### src/rtl/vga_compositor_if.sv
// Pixel-side bus between the VGA compositor and the game/sprite logic.
// The compositor is the slave; renderers and game logic are the master side.
interface vga_compositor_if #(
    parameter int NUM_LAYERS = 4
);
    logic                      enable;
    logic [9:0]                hcount;
    logic [9:0]                vcount;
    logic [NUM_LAYERS-1:0]     layer_data;
    logic [8*NUM_LAYERS-1:0]   layer_rgb;
    logic [7:0]                bg_rgb;
    logic                      hsync;
    logic                      vsync;
    logic [2:0]                red;
    logic [2:0]                green;
    logic [1:0]                blue;
    logic                      frame_start;
    logic [NUM_LAYERS-2:0]     collision;
    logic                      collision_valid;

    modport master (
        output enable, layer_data, layer_rgb, bg_rgb,
        input  hcount, vcount, hsync, vsync,
        input  red, green, blue,
        input  frame_start, collision, collision_valid
    );

    modport slave (
        input  enable, layer_data, layer_rgb, bg_rgb,
        output hcount, vcount, hsync, vsync,
        output red, green, blue,
        output frame_start, collision, collision_valid
    );
endinterface

### src/rtl/vga_compositor.sv
// VGA timing, fixed-priority sprite mixer and per-frame player collision report.
// Sync and colour share one two-tick pipeline so they reach the pins together.
module vga_compositor #(
    parameter int NUM_LAYERS = 4,
    parameter int H_VISIBLE  = 640,
    parameter int H_FRONT    = 16,
    parameter int H_SYNC     = 96,
    parameter int H_BACK     = 48,
    parameter int V_VISIBLE  = 480,
    parameter int V_FRONT    = 10,
    parameter int V_SYNC     = 2,
    parameter int V_BACK     = 33
) (
    input logic              clock,
    input logic              reset,
    vga_compositor_if.slave  bus
);
    localparam int H_TOTAL = H_VISIBLE + H_FRONT + H_SYNC + H_BACK;
    localparam int V_TOTAL = V_VISIBLE + V_FRONT + V_SYNC + V_BACK;

    localparam logic [9:0] H_LAST = 10'(H_TOTAL - 1);
    localparam logic [9:0] V_LAST = 10'(V_TOTAL - 1);
    localparam logic [9:0] H_VIS  = 10'(H_VISIBLE);
    localparam logic [9:0] V_VIS  = 10'(V_VISIBLE);
    localparam logic [9:0] H_SS   = 10'(H_VISIBLE + H_FRONT);
    localparam logic [9:0] H_SE   = 10'(H_VISIBLE + H_FRONT + H_SYNC);
    localparam logic [9:0] V_SS   = 10'(V_VISIBLE + V_FRONT);
    localparam logic [9:0] V_SE   = 10'(V_VISIBLE + V_FRONT + V_SYNC);

    logic [9:0]            hcnt;
    logic [9:0]            vcnt;
    logic                  h_end;
    logic                  frame_end;
    logic                  act0;
    logic                  hs0;
    logic                  vs0;
    logic                  act1;
    logic                  hs1;
    logic                  vs1;
    logic                  hs2;
    logic                  vs2;
    logic [7:0]            pix;
    logic [7:0]            pix_q;
    logic [NUM_LAYERS-2:0] hit;
    logic [NUM_LAYERS-2:0] acc;
    logic [NUM_LAYERS-2:0] coll;
    logic                  fs_q;

    assign h_end     = (hcnt == H_LAST);
    assign frame_end = h_end && (vcnt == V_LAST);

    // Sync flags are carried active-high so cleared pipeline regs mean "no sync".
    assign act0 = (hcnt < H_VIS) && (vcnt < V_VIS);
    assign hs0  = (hcnt >= H_SS) && (hcnt < H_SE);
    assign vs0  = (vcnt >= V_SS) && (vcnt < V_SE);

    always_ff @(posedge clock or posedge reset) begin
        if (reset) begin
            hcnt <= '0;
            vcnt <= '0;
        end else if (bus.enable) begin
            if (h_end) begin
                hcnt <= '0;
                vcnt <= (vcnt == V_LAST) ? 10'd0 : vcnt + 10'd1;
            end else begin
                hcnt <= hcnt + 10'd1;
            end
        end
    end

    // Walk from the highest layer down so the lowest opaque index wins.
    always_comb begin
        pix = bus.bg_rgb;
        for (int k = NUM_LAYERS - 1; k >= 0; k--) begin
            if (bus.layer_data[k]) pix = bus.layer_rgb[8*k +: 8];
        end
        if (!act1) pix = '0;
    end

    always_comb begin
        hit = '0;
        for (int k = 1; k < NUM_LAYERS; k++) begin
            hit[k-1] = bus.layer_data[0] & bus.layer_data[k];
        end
    end

    always_ff @(posedge clock or posedge reset) begin
        if (reset) begin
            act1  <= 1'b0;
            hs1   <= 1'b0;
            vs1   <= 1'b0;
            hs2   <= 1'b0;
            vs2   <= 1'b0;
            pix_q <= '0;
            acc   <= '0;
            coll  <= '0;
            fs_q  <= 1'b0;
        end else begin
            fs_q <= bus.enable && frame_end;
            if (bus.enable) begin
                act1  <= act0;
                hs1   <= hs0;
                vs1   <= vs0;
                hs2   <= hs1;
                vs2   <= vs1;
                pix_q <= pix;
                if (frame_end) begin
                    coll <= acc;
                    acc  <= '0;
                end else if (act1) begin
                    acc <= acc | hit;
                end
            end
        end
    end

    assign bus.hcount          = hcnt;
    assign bus.vcount          = vcnt;
    assign bus.hsync           = ~hs2;
    assign bus.vsync           = ~vs2;
    assign bus.red             = pix_q[7:5];
    assign bus.green           = pix_q[4:2];
    assign bus.blue            = pix_q[1:0];
    assign bus.frame_start     = fs_q;
    assign bus.collision_valid = fs_q;
    assign bus.collision       = coll;
endmodule

### src/flat_wrapper.sv
// flat-port wrapper written by rule: the top's interface ports become plain ports
module vga_compositor_flat 
#(
    parameter int NUM_LAYERS = 4,
    parameter int H_VISIBLE  = 640,
    parameter int H_FRONT    = 16,
    parameter int H_SYNC     = 96,
    parameter int H_BACK     = 48,
    parameter int V_VISIBLE  = 480,
    parameter int V_FRONT    = 10,
    parameter int V_SYNC     = 2,
    parameter int V_BACK     = 33
)
  (clock, reset, bus_enable, bus_layer_data, bus_layer_rgb, bus_bg_rgb, bus_hcount, bus_vcount, bus_hsync, bus_vsync, bus_red, bus_green, bus_blue, bus_frame_start, bus_collision, bus_collision_valid);
  vga_compositor_if #(.NUM_LAYERS(NUM_LAYERS)) bus_i ();
  input logic clock;
  input logic reset;
  input wire logic [$bits(bus_i.enable)-1:0] bus_enable;
  input wire logic [$bits(bus_i.layer_data)-1:0] bus_layer_data;
  input wire logic [$bits(bus_i.layer_rgb)-1:0] bus_layer_rgb;
  input wire logic [$bits(bus_i.bg_rgb)-1:0] bus_bg_rgb;
  output wire logic [$bits(bus_i.hcount)-1:0] bus_hcount;
  output wire logic [$bits(bus_i.vcount)-1:0] bus_vcount;
  output wire logic [$bits(bus_i.hsync)-1:0] bus_hsync;
  output wire logic [$bits(bus_i.vsync)-1:0] bus_vsync;
  output wire logic [$bits(bus_i.red)-1:0] bus_red;
  output wire logic [$bits(bus_i.green)-1:0] bus_green;
  output wire logic [$bits(bus_i.blue)-1:0] bus_blue;
  output wire logic [$bits(bus_i.frame_start)-1:0] bus_frame_start;
  output wire logic [$bits(bus_i.collision)-1:0] bus_collision;
  output wire logic [$bits(bus_i.collision_valid)-1:0] bus_collision_valid;
  assign bus_i.enable = bus_enable;
  assign bus_i.layer_data = bus_layer_data;
  assign bus_i.layer_rgb = bus_layer_rgb;
  assign bus_i.bg_rgb = bus_bg_rgb;
  assign bus_hcount = bus_i.hcount;
  assign bus_vcount = bus_i.vcount;
  assign bus_hsync = bus_i.hsync;
  assign bus_vsync = bus_i.vsync;
  assign bus_red = bus_i.red;
  assign bus_green = bus_i.green;
  assign bus_blue = bus_i.blue;
  assign bus_frame_start = bus_i.frame_start;
  assign bus_collision = bus_i.collision;
  assign bus_collision_valid = bus_i.collision_valid;
  vga_compositor #(.NUM_LAYERS(NUM_LAYERS), .H_VISIBLE(H_VISIBLE), .H_FRONT(H_FRONT), .H_SYNC(H_SYNC), .H_BACK(H_BACK), .V_VISIBLE(V_VISIBLE), .V_FRONT(V_FRONT), .V_SYNC(V_SYNC), .V_BACK(V_BACK)) u_core (.clock(clock), .reset(reset), .bus(bus_i));
endmodule
### config.mk
export PLATFORM = sky130hd
export DESIGN_NAME = vga_compositor_flat
export DESIGN_NICKNAME = d
export VERILOG_FILES = /design/src/rtl/vga_compositor_if.sv /design/src/rtl/vga_compositor.sv /design/src/flat_wrapper.sv
export SDC_FILE = /design/constraint.sdc
export NUM_CORES = 1
export LEC_CHECK = 0
export ABC_AREA = 1
export BUFFER_PORTS_ARGS = -buffer_cell sky130_fd_sc_hd__buf_4
export CORE_UTILIZATION = 29
export CTS_BUF_LIST = sky130_fd_sc_hd__clkbuf_4 sky130_fd_sc_hd__clkbuf_8
export CTS_CLUSTER_DIAMETER = 80
export CTS_CLUSTER_SIZE = 10
export DETAILED_ROUTE_END_ITERATION = 16
export GPL_ROUTABILITY_DRIVEN = 0
export PLACE_DENSITY_LB_ADDON = 0.05
export SLEW_MARGIN = 40
export SYNTH_ARGS = -nofsm -noshare
export SYNTH_HDL_FRONTEND = slang
export SYNTH_SLANG_ARGS = --single-unit
### constraint.sdc
create_clock -name clock -period 1.6 [get_ports clock]
set_input_delay 0.24 -clock clock [delete_from_list [all_inputs] [get_ports clock]]
set_output_delay 0.24 -clock clock [all_outputs]
set_load 0.03 [all_outputs]
==> metrics.cfg <==
[cells_and_area]
design_area_um2 = 3390
layout_common_cells = nand2_1 (105), buf_4 (105), dfrtp_1 (39)
area_growth_syn_to_layout_pct = 40.36
drive_gt1_share_pct = 29.26
num-fill-cells = 833
nets = 485
seqCellArea_um2 = 1002
finish.utilization_pct = 42.97
antenna_cells = 0
multiInputGateArea_um2 = 1195

[synthesis]
synthArstFlopShare_pct = 100.0
yosys.area.top_type_share_pct = 41.45
synth_top_cell_by_area = dfrtp_1
synth_area_leaders = dfrtp_1 (41%), nand2_1 (16%), nand3_1 (7.0%)
ys_seq_elements = 40
yosys_warnings = 0
avgSynthCellArea_um2 = 7.230
synth_seq_area_share_pct = 41.45
syn_area_um2 = 2415
synth_edf_count = 0
ys.flop_type = dfrtp_1
synth_cells = 334
ys_types = 29
syn_nets = 386

[grt]
antenna_found_initial = 0
grt_pass1_wl_mm = 11.32
grt_overflow = 0
grt_start_max_net_pins = 41
grtUsageTotal_pct = 16.68
first_global_vias = 2441

[clocking]
worstSkewPairLatency_ns = 0.29
h-tree-depth = 2
cts_root_buf = clkbuf_8
cts_made_buffers = 5
cts_tree = built
clockBufferDepth = 2
cts_sinks = 40
clkTransAtPathRegs_ns = 0.09
ctsHoldBuffers = 0

[drt]
vias = 2472
drc_errors = 0
wirelength_mm = 6.752
drtPass1Iterations = 4
ant_nets = 0
viasPerCell = 4.612
wl_per_cell_um = 12.60
drt-initial-drc-count = 121

[sta]
setup_viol = 0
hold_viol = 0
slew-limit-headroom_pct = 65.05
holdWs_ns = 0.07634
tns_ns = 0
grt_setup_unrepaired = true
timing.final.crit_share_pct = 93.48
clock-skew-final_ns = 0.01201
min_period_ns = 1.496
slew_violations = 0
worst_pin_slew_ns = 0.5242
max_freq_ghz = 0.6686

[min_path]
hold_path.class = primary input to async pin

[placed_design]
dp_hpwl_mm = 5.342
post_dp_cell_area_um2 = 3214
io_buffers = 81

[floorplan]
die_h_um = 93.25
start_util_pct = 30.62
num_rows = 32
die_x_um = 93.25
coreArea_um2 = 7888
die_area_um2 = 8696
io_pins = 82

[worst_setup_path]
critPathArrivalTime_ns = 1.72
worstPathRequired_ns = 1.82
endpoint_kind = flop
worst-path-max-fanout = 5
path_class = flop to flop
critPathLaunchType = flop
reg2reg_depth = 8

[status]
status = finished clean

[pwr]
ir_worst_vdd_uv = 505.0
power_w = 0.003203
p_leak_nw = 1.769
p_per_area_nw_per_um2 = 944.9

[job]
maxCapViolCount = 0

per-layer routing:
layer	vias to the layer above	track usage [%]	share of wire [%]
met5	-	0	0
met4	0	6.923	1.8
met3	11	2.602	3.9
met2	65	29.04	50
met1	1127	20.41	45
li1	1269	-	-
power breakdown:
| part | switching, W | internal, W | total (W) |
|---|---|---|---|
| Sequential | 0.000121 | 0.00112 | 0.00124 |
| Combinational | 0.000623 | 0.000424 | 0.00105 |
| Clock | 0.000363 | 0.000551 | 0.000914 |
final cells by class:
type / instances / area share (%)
clock buffer: 7 / 2.842
clock inverter: 1 / 0.8859
tap: 102 / 3.765
inverter: 40 / 4.430
timing repair buffer: 105 / 23.26
sequential: 40 / 29.57
multi-input combinational: 241 / 35.25
kinds of logic (layout without fill, tap and decap cells):
| logic type | count (synthesis) | count (layout) | synth area share [%] |
|---|---|---|---|
| buffers and inverters | 53 | 153 | 9.170 |
| flip-flops | 40 | 40 | 41.45 |
| AND/OR/NAND/NOR | 199 | 199 | 36.74 |
| AO/OA/AOI/OAI | 30 | 30 | 7.513 |
| XOR/XNOR | 7 | 7 | 2.539 |
| adder cells (fa/ha/maj) | 5 | 5 | 2.591 |
critical path, cell delays in order (launching register included):
cell     delay, ns
dfrtp_1       0.35
ha_2          0.20
nand2_1       0.09
nor2_4        0.17
nand4_4       0.12
nor2_4        0.19
buf_4         0.16
nand3_1       0.07
o21ai_1       0.08
registers in the layout (all words and copies together) (netlist names):
signal	flops
u_core.bus.hcount	10
u_core.bus.vcount	10
u_core.pix_q	8
u_core.acc	3
u_core.bus.collision	3
u_core.act1	1
u_core.bus.collision_valid	1
u_core.hs1	1
u_core.hs2	1
u_core.vs1	1
u_core.vs2	1
worst paths after layout:
check / start / end / slack (ns)
worst max-delay path: u_core.bus.hcount[0]$_DFFE_PP0P_ / u_core.bus.vcount[7]$_DFFE_PP0P_ / 0.10
worst min-delay path: reset / u_core.bus.hcount[7]$_DFFE_PP0P_ / 0.08
worst max register to register: u_core.bus.hcount[0]$_DFFE_PP0P_ / u_core.bus.vcount[7]$_DFFE_PP0P_ / 0.10
worst min register to register: u_core.act1$_DFFE_PP0P_ / u_core.act1$_DFFE_PP0P_ / 0.49
max in group asynchronous: reset / u_core.bus.vcount[1]$_DFFE_PP0P_ / 1.14
min in group clock: bus_layer_data[2] / u_core.acc[1]$_DFFE_PP0P_ / 0.24
repair_timing:
action / 4_1_cts / 5_1_grt
endpoints found under the setup margin: 0 / 10
setup buffers: 0 / 6
resized for setup: 0 / 3
per-stage QoR:
step,setup WS (ns),cells
2_1_floorplan,0.03186,334
3_3_place_gp,0.1329,522
3_5_place_dp,0.1148,522
4_1_cts,0.08693,530
5_1_grt,-0.008461,536
6_report,0.1043,536
Yosys cell counts, types with 2 or more instances:
master / instances
buf_4: 2
nor3_1: 4
nand3_1: 34
o211ai_1: 8
inv_2: 3
ha_1: 5
nand4_1: 11
dfrtp_1: 40
o31ai_1: 2
inv_1: 37
o21ai_0: 12
xor2_1: 5
buf_2: 5
o21ai_1: 4
nand2_1: 105
nor2_1: 35
a31oi_1: 3
clkbuf_1: 4
nor2_2: 2
xnor2_1: 2
nor2_4: 3
(Power assumes the default switching activity.)
